<file path="config.mk">
export PLATFORM = sky130hd
export DESIGN_NAME = ll_ctrl_flat
export DESIGN_NICKNAME = d
export VERILOG_FILES = /design/src/rtl/ll_ctrl_pkg.sv /design/src/rtl/ll_ctrl_if.sv /design/src/rtl/ll_win_counter.sv /design/src/rtl/ll_ctrl.sv /design/src/flat_wrapper.sv
export SDC_FILE = /design/constraint.sdc
export NUM_CORES = 1
export LEC_CHECK = 0
export CAP_MARGIN = 30
export CORE_ASPECT_RATIO = 0.7
export CORE_MARGIN = 2
export CORE_UTILIZATION = 43
export DETAILED_ROUTE_END_ITERATION = 10
export PLACE_DENSITY = 0.87
export SYNTH_ARGS = -nofsm -noshare
export SYNTH_HDL_FRONTEND = slang
export SYNTH_SLANG_ARGS = --single-unit
</file>
<file path="constraint.sdc">
create_clock -name clk -period 3 [get_ports clk]
set_input_delay 0.45 -clock clk [delete_from_list [all_inputs] [get_ports clk]]
set_output_delay 0.45 -clock clk [all_outputs]
set_load 0.01 [all_outputs]
</file>
<file path="src/rtl/ll_ctrl_pkg.sv">
// rtl/ll_ctrl_pkg.sv - shared types and constants for the line-length controller
package ll_ctrl_pkg;

  typedef enum logic [1:0] {
    ST_IDLE  = 2'd0,
    ST_CLEAR = 2'd1,
    ST_RUN   = 2'd2,
    ST_STALL = 2'd3
  } ll_state_t;

  localparam int DEF_WIN_LEN = 50;
  localparam int HYST_CNT    = 3;

  function automatic int cnt_w(input int n);
    return (n > 1) ? $clog2(n) : 1;
  endfunction

endpackage

</file>
<file path="src/rtl/ll_ctrl_if.sv">
// rtl/ll_ctrl_if.sv - sample stream, datapath and result signals of the controller
interface ll_ctrl_if #(
  parameter int INPUT_WIDTH  = 16,
  parameter int OUTPUT_WIDTH = 25
);
  logic                           s_valid;
  logic signed [INPUT_WIDTH-1:0]  s_data;
  logic                           s_ready;
  logic signed [INPUT_WIDTH-1:0]  ll_din;
  logic                           ll_en;
  logic                           ll_rst;
  logic signed [OUTPUT_WIDTH-1:0] ll_dout;
  logic                           ll_valid;
  logic                           res_valid;
  logic                           res_ready;
  logic signed [OUTPUT_WIDTH-1:0] res_ll;
  logic                           res_det;

  // environment side: sample source, datapath, result sink
  modport master (
    output s_valid, s_data, ll_dout, ll_valid, res_ready,
    input  s_ready, ll_din, ll_en, ll_rst, res_valid, res_ll, res_det
  );

  // controller side
  modport slave (
    input  s_valid, s_data, ll_dout, ll_valid, res_ready,
    output s_ready, ll_din, ll_en, ll_rst, res_valid, res_ll, res_det
  );
endinterface

</file>
<file path="src/rtl/ll_win_counter.sv">
// rtl/ll_win_counter.sv - per-window sample counter with wrap pulse
module ll_win_counter
  import ll_ctrl_pkg::*;
#(
  parameter  int WIN_LEN = DEF_WIN_LEN,
  localparam int CW      = cnt_w(WIN_LEN)
) (
  input  logic          clk,
  input  logic          rst,
  input  logic          clr,
  input  logic          inc,
  output logic [CW-1:0] count,
  output logic          wrap
);

  assign wrap = inc && (count == CW'(WIN_LEN - 1));

  // count accepted samples 0..WIN_LEN-1, back to 0 on the window-closing sample
  always_ff @(posedge clk or negedge rst) begin
    if (!rst) begin
      count <= '0;
    end else if (clr || wrap) begin
      count <= '0;
    end else if (inc) begin
      count <= count + 1'b1;
    end
  end

endmodule

</file>
<file path="src/rtl/ll_ctrl.sv">
// rtl/ll_ctrl.sv - line-length window controller; LL_CTRL_HYST_EN enables 3-result detection hysteresis
module ll_ctrl
  import ll_ctrl_pkg::*;
#(
  parameter int INPUT_WIDTH  = 16,
  parameter int OUTPUT_WIDTH = 25,
  parameter int WIN_LEN      = DEF_WIN_LEN
) (
  input  logic                           clk,
  input  logic                           rst,
  input  logic                           start,
  input  logic                           stop,
  input  logic signed [OUTPUT_WIDTH-1:0] threshold,
  output logic                           busy,
  ll_ctrl_if.slave                       bus
);

  localparam int CW = cnt_w(WIN_LEN);

  ll_state_t     state, state_nx;
  logic [CW-1:0] count;
  logic          wrap;
  logic          accept;
  logic          stop_pend;
  logic          stop_req;
  logic          stop_now;
  logic          cap_pend;
  logic          capture;
  logic          above;
  logic          det_nx;

  assign stop_req = stop || stop_pend;
  // a stop with no partial window in flight ends the run without taking another sample
  assign stop_now = stop_req && (count == '0);
  // the window result is taken once the result slot is free or being drained this cycle
  assign capture  = cap_pend && (!bus.res_valid || bus.res_ready);
  assign above    = bus.ll_dout > threshold;
  assign bus.ll_din = INPUT_WIDTH'(bus.s_data);

  ll_win_counter #(.WIN_LEN(WIN_LEN)) u_win_counter (
    .clk   (clk),
    .rst   (rst),
    .clr   (state == ST_CLEAR),
    .inc   (accept),
    .count (count),
    .wrap  (wrap)
  );

  // state register
  always_ff @(posedge clk or negedge rst) begin
    if (!rst) state <= ST_IDLE;
    else      state <= state_nx;
  end

  // next-state: a window end with an undrained result stalls the input
  always_comb begin
    state_nx = state;
    unique case (state)
      ST_IDLE:  if (start) state_nx = ST_CLEAR;
      ST_CLEAR: state_nx = ST_RUN;
      ST_RUN: begin
        if (wrap) begin
          if (bus.res_valid && !bus.res_ready) state_nx = ST_STALL;
          else if (stop_req)                   state_nx = ST_IDLE;
        end else if (stop_now) begin
          state_nx = ST_IDLE;
        end
      end
      ST_STALL: if (bus.res_ready) state_nx = stop_req ? ST_IDLE : ST_RUN;
      default:  state_nx = ST_IDLE;
    endcase
  end

  // outputs: datapath is held in reset while rst is low or during CLEAR
  always_comb begin
    bus.s_ready = 1'b0;
    bus.ll_rst  = !rst;
    busy        = 1'b1;
    unique case (state)
      ST_IDLE:  busy        = 1'b0;
      ST_CLEAR: bus.ll_rst  = 1'b1;
      ST_RUN:   bus.s_ready = !stop_now;
      ST_STALL: bus.s_ready = 1'b0;
      default:  busy        = 1'b0;
    endcase
    accept     = bus.s_valid && bus.s_ready;
    bus.ll_en  = !accept;
  end

  // remember a stop request until the run returns to IDLE
  always_ff @(posedge clk or negedge rst) begin
    if (!rst) begin
      stop_pend <= 1'b0;
    end else if (state_nx == ST_IDLE) begin
      stop_pend <= 1'b0;
    end else if (state != ST_IDLE && stop) begin
      stop_pend <= 1'b1;
    end
  end

  // flag that the datapath holds a completed window awaiting capture
  always_ff @(posedge clk or negedge rst) begin
    if (!rst) begin
      cap_pend <= 1'b0;
    end else if (wrap) begin
      cap_pend <= 1'b1;
    end else if (capture) begin
      cap_pend <= 1'b0;
    end
  end

`ifdef LL_CTRL_HYST_EN
  localparam int SW = $clog2(HYST_CNT + 1);
  logic [SW-1:0] streak;

  assign det_nx = above && (streak >= SW'(HYST_CNT - 1));

  // run length of consecutive above-threshold results, saturating at HYST_CNT
  always_ff @(posedge clk or negedge rst) begin
    if (!rst) begin
      streak <= '0;
    end else if (state == ST_CLEAR) begin
      streak <= '0;
    end else if (capture && bus.ll_valid) begin
      if (!above)                         streak <= '0;
      else if (streak != SW'(HYST_CNT))   streak <= streak + 1'b1;
    end
  end
`else
  assign det_nx = above;
`endif

  // result holding register; a simultaneous drain and capture reloads without a gap
  always_ff @(posedge clk or negedge rst) begin
    if (!rst) begin
      bus.res_valid <= 1'b0;
      bus.res_ll    <= '0;
      bus.res_det   <= 1'b0;
    end else if (capture && bus.ll_valid) begin
      bus.res_valid <= 1'b1;
      bus.res_ll    <= bus.ll_dout;
      bus.res_det   <= det_nx;
    end else if (bus.res_ready) begin
      bus.res_valid <= 1'b0;
    end
  end

endmodule

</file>
<file path="src/flat_wrapper.sv">
// flat-port wrapper written by rule: the top's interface ports become plain ports
module ll_ctrl_flat import ll_ctrl_pkg::*;
#(
  parameter int INPUT_WIDTH  = 16,
  parameter int OUTPUT_WIDTH = 25,
  parameter int WIN_LEN      = DEF_WIN_LEN
)
  (clk, rst, start, stop, threshold, busy, bus_s_valid, bus_s_data, bus_ll_dout, bus_ll_valid, bus_res_ready, bus_s_ready, bus_ll_din, bus_ll_en, bus_ll_rst, bus_res_valid, bus_res_ll, bus_res_det);
  ll_ctrl_if #(.INPUT_WIDTH(INPUT_WIDTH), .OUTPUT_WIDTH(OUTPUT_WIDTH)) bus_i ();
  input  logic clk;
  input  logic rst;
  input  logic start;
  input  logic stop;
  input  logic signed [OUTPUT_WIDTH-1:0] threshold;
  output logic busy;
  input wire logic [$bits(bus_i.s_valid)-1:0] bus_s_valid;
  input wire logic [$bits(bus_i.s_data)-1:0] bus_s_data;
  input wire logic [$bits(bus_i.ll_dout)-1:0] bus_ll_dout;
  input wire logic [$bits(bus_i.ll_valid)-1:0] bus_ll_valid;
  input wire logic [$bits(bus_i.res_ready)-1:0] bus_res_ready;
  output wire logic [$bits(bus_i.s_ready)-1:0] bus_s_ready;
  output wire logic [$bits(bus_i.ll_din)-1:0] bus_ll_din;
  output wire logic [$bits(bus_i.ll_en)-1:0] bus_ll_en;
  output wire logic [$bits(bus_i.ll_rst)-1:0] bus_ll_rst;
  output wire logic [$bits(bus_i.res_valid)-1:0] bus_res_valid;
  output wire logic [$bits(bus_i.res_ll)-1:0] bus_res_ll;
  output wire logic [$bits(bus_i.res_det)-1:0] bus_res_det;
  assign bus_i.s_valid = bus_s_valid;
  assign bus_i.s_data = bus_s_data;
  assign bus_i.ll_dout = bus_ll_dout;
  assign bus_i.ll_valid = bus_ll_valid;
  assign bus_i.res_ready = bus_res_ready;
  assign bus_s_ready = bus_i.s_ready;
  assign bus_ll_din = bus_i.ll_din;
  assign bus_ll_en = bus_i.ll_en;
  assign bus_ll_rst = bus_i.ll_rst;
  assign bus_res_valid = bus_i.res_valid;
  assign bus_res_ll = bus_i.res_ll;
  assign bus_res_det = bus_i.res_det;
  ll_ctrl #(.INPUT_WIDTH(INPUT_WIDTH), .OUTPUT_WIDTH(OUTPUT_WIDTH), .WIN_LEN(WIN_LEN)) u_core (.clk(clk), .rst(rst), .start(start), .stop(stop), .threshold(threshold), .busy(busy), .bus(bus_i));
endmodule
</file>
==> summary.txt <==
Drt
  – Post-route DRC: 0
  – Drt pass-1 iters: 4
  – Via/cell ratio: 5.163
  – WL/cell: between 10 and 15 um
  – Vias: roughly 2000
  – DRT antenna net count: 0
  – 1st-iter DRT viols: 71
  – Total wire length: 5494 um

Global routing
  – Total GRT Usage: 18.80%
  – Pin count of the biggest net entering global routing: 38
  – Initial antenna violation count: 0
  – First-pass GRT wire length: 8949 um
  – Vias in the first global route: 1963
  – Total grt overflow: 0

STA
  – Tmin final: 2.808 ns
  – Final worst slack: 0.1919 ns
  – Final period util: 93.60%
  – RSZ-0062 raised after global routing: no
  – Hold Violations, Final: 0
  – Setup TNS: 0 ns
  – Clk_skew: 0.006273 ns
  – Endpoints failing setup: 0
  – Max Clk Rate: 356.1 MHz
  – Fin. max-slew vios: 0
  – Relative slew slack: 64.48%
  – Slew @ Worst Pin: roughly 0.53 ns

Floorplanning
  – I/O pins: 120
  – Die area: 6106 um2
  – Std cell rows: 22
  – Initial core utilization: 44.88%
  – Die width: 92.54 um
  – Die Ht: 65.98 um
  – Core ar.: 5258 um2

Job
  – Total of max-cap violations: 0

Critical path
  – R2r setup slk: 0.95 ns
  – Slowest stage cell, crit path: clkdlybuf4s50_1
  – Worst stage delay on the critical path: roughly 0.53 ns
  – Critical path cell sequence: inv_1 -> ha_1 -> or4b_4 -> o211a_4 -> inv_6 -> clkdlybuf4s50_1
  – Crit path DAT: 2.36 ns
  – Largest fanout on the critical path: 8
  – Worst EP required: 2.55 ns
  – Worst reg2reg path depth: 8
  – Reg2reg end: u_core.u_win_counter.count[4]
  – CP Capture Type: primary output
  – Crit Path Class: reg2out
  – Origin of the critical flop-to-flop path: u_core.u_win_counter.count[0]
  – Crit start category: register

Pwr
  – VDD IR max: 0.2925 mV
  – Pleak: 0.001639 uW
  – Seq pwr share: 44.1%
  – Cell Int Power: 888.1 uW
  – Power share of the clock group: 26.4%
  – Cell Pwr Density: 389.2 nW/um2
  – Sw Share: a little under a third
  – Switching power total: 393.5 uW
  – Combinational power share: 29.5%

Clock tree
  – Setup bufs post-CTS: 0
  – CTS tree: yes
  – Clk sinks: 37
  – Root buffer cell: clkbuf_8
  – Worst-Skew Late Latency: 0.29 ns
  – PostCTS Resize Cnt: 0
  – H-Tree Depth: 2
  – Post-CTS Hold Buffers: 0
  – Total CTS buffers: 5
  – Clk buf depth: 2
  – Clock Pin Slew Worst Setup and Hold Paths: 0.08 ns

Logic synthesis
  – Yosys warns: 0
  – Mapped Cells: 228
  – Yosys top cell area share: 39.24%
  – Synthesized area per cell: 10.35 um2
  – Seq/Total Area, Yosys: 39.24%
  – Flops & latches, synth: 37
  – Synthesized area: 2360 um2
  – Top cell type by total area after synthesis: dfrtp_1
  – Top post-synthesis cells by area: dfrtp_1 (39%), ha_1 (15%), mux2_1 (11%), buf_4 (5.1%), inv_1 (4.8%)
  – Post-synth net total: roughly 330
  – Synth cell types: 40

Finish
  – Ratio of cells with drive above 1 in the final layout: 7.143%
  – Sequential cell area: 925.9 um2
  – # fillers: roughly 430
  – Most frequent cells in the layout: clkdlybuf4s50_1 (86), dfrtp_1 (37), inv_1 (30)
  – N_diodes: 0
  – # nets final: 408
  – Multi-input gate area: 1185 um2
  – Layout area overhead: 39.55%
  – Most common cell after layout, fill and taps aside: clkdlybuf4s50_1

Place
  – Buffers on Ports: 87
  – Dpl ws: 0.3617 ns
  – GPL Wtd Cong: 0.8637
  – Dpl hpwl: 4373 um

Run status
  – Status: complete, no violations

Worst hold path
  – Worst hold path class: in2async
## metrics by stage
stage                     hold slack (ns)  std cells  util [%]  area, um2  power [uW]
after global placement             0.4626        372     61.07       3211       935.7
final                              0.2673        380     62.64       3293        1282
after global routing               0.3067        380     62.64       3293        1364
after detailed placement           0.4663        372     61.07       3211       949.1
after floorplan                    0.1544        228         -       2360       787.2
after CTS                          0.2813        380     62.64       3293        1296
## worst max-delay path by stage
stage	start	end	slack (ns)
after floorplan	threshold[6]	u_core.bus.res_det	0.97
after global placement	threshold[6]	u_core.bus.res_det	0.43
after detailed placement	threshold[6]	u_core.bus.res_det	0.36
after CTS	u_core.u_win_counter.count[0]	bus_ll_en	0.17
after global routing	u_core.u_win_counter.count[0]	bus_ll_en	0.11
final	u_core.u_win_counter.count[0]	bus_ll_en	0.19
## registers in the layout (all words and copies together), names as in the netlist
register	cells
u_core.bus.res_ll	25
u_core.u_win_counter.count	6
u_core.state	2
u_core.bus.res_det	1
u_core.bus.res_valid	1
u_core.cap_pend	1
u_core.stop_pend	1
## layout make-up
class | count | share of cell area (%)
tap | 72 | 2.736
inverter | 31 | 3.685
sequential | 37 | 28.12
multi-input combinational | 142 | 35.98
clock inverter | 2 | 0.3040
timing repair buffer | 90 | 26.98
clock buffer | 6 | 2.204
## synthesized netlist by cell type, drive strengths merged
master,number
ha,28
nand2b,2
or2,2
a21oi,16
o21a,3
o21bai,1
a2111oi,1
nand2,9
nand4,6
nor4,1
or4b,1
a2111o,1
a31oi,1
buf,18
o2111ai,2
xor2,3
a32oi,1
a21o,2
inv,31
nand3,5
nand4b,2
a211oi,1
dfrtp,37
nor2b,4
o211a,1
nand3b,2
o211ai,1
nor2,11
mux2,25
and4b,1
nor3,3
a41oi,1
and3,1
o21ai,4
## worst max-delay path, delay by kind of cell, from the launching register on
kind                     cells  cell delay [ns]
AO/OA/AOI/OAI                1             0.31
adder cells (fa/ha/maj)      1             0.13
buffers and inverters        3             0.70
flip-flops                   1             0.46
AND/OR/NAND/NOR              1             0.47
## logic make-up (layout without fill, tap and decap cells)
| family | count (synthesis) | after routing | share of synthesized area [%] |
|---|---|---|---|
| AOI/OAI and AO/OA | 36 | 36 | 10.29 |
| buffers and inverters | 49 | 129 | 10.66 |
| DFF | 37 | 37 | 39.24 |
| and+or+nand+nor | 50 | 50 | 11.93 |
| muxes | 25 | 25 | 11.93 |
| adders and majority gates | 28 | 28 | 14.85 |
| xor gates and xnor gates | 3 | 3 | 1.114 |
## power groups by stage
stage                     registers (uW)  clock network [uW]  logic (uW)
final                                565                 339         378
after CTS                            563                 354         380
after floorplan                      562                   0         225
after global routing                 570                 374         420
after global placement               571                   0         365
after detailed placement             573                   0         376
## metal layers
metal / vias up / track usage [%] / wire (um)
li1: 939 / - / -
met1: 937 / 23.99 / 2505
met2: 79 / 31.11 / 2456
met3: 7 / 5.929 / 487
met4: 0 / 5.037 / 44
met5: - / 0 / 0
(Power assumes the default switching activity.)
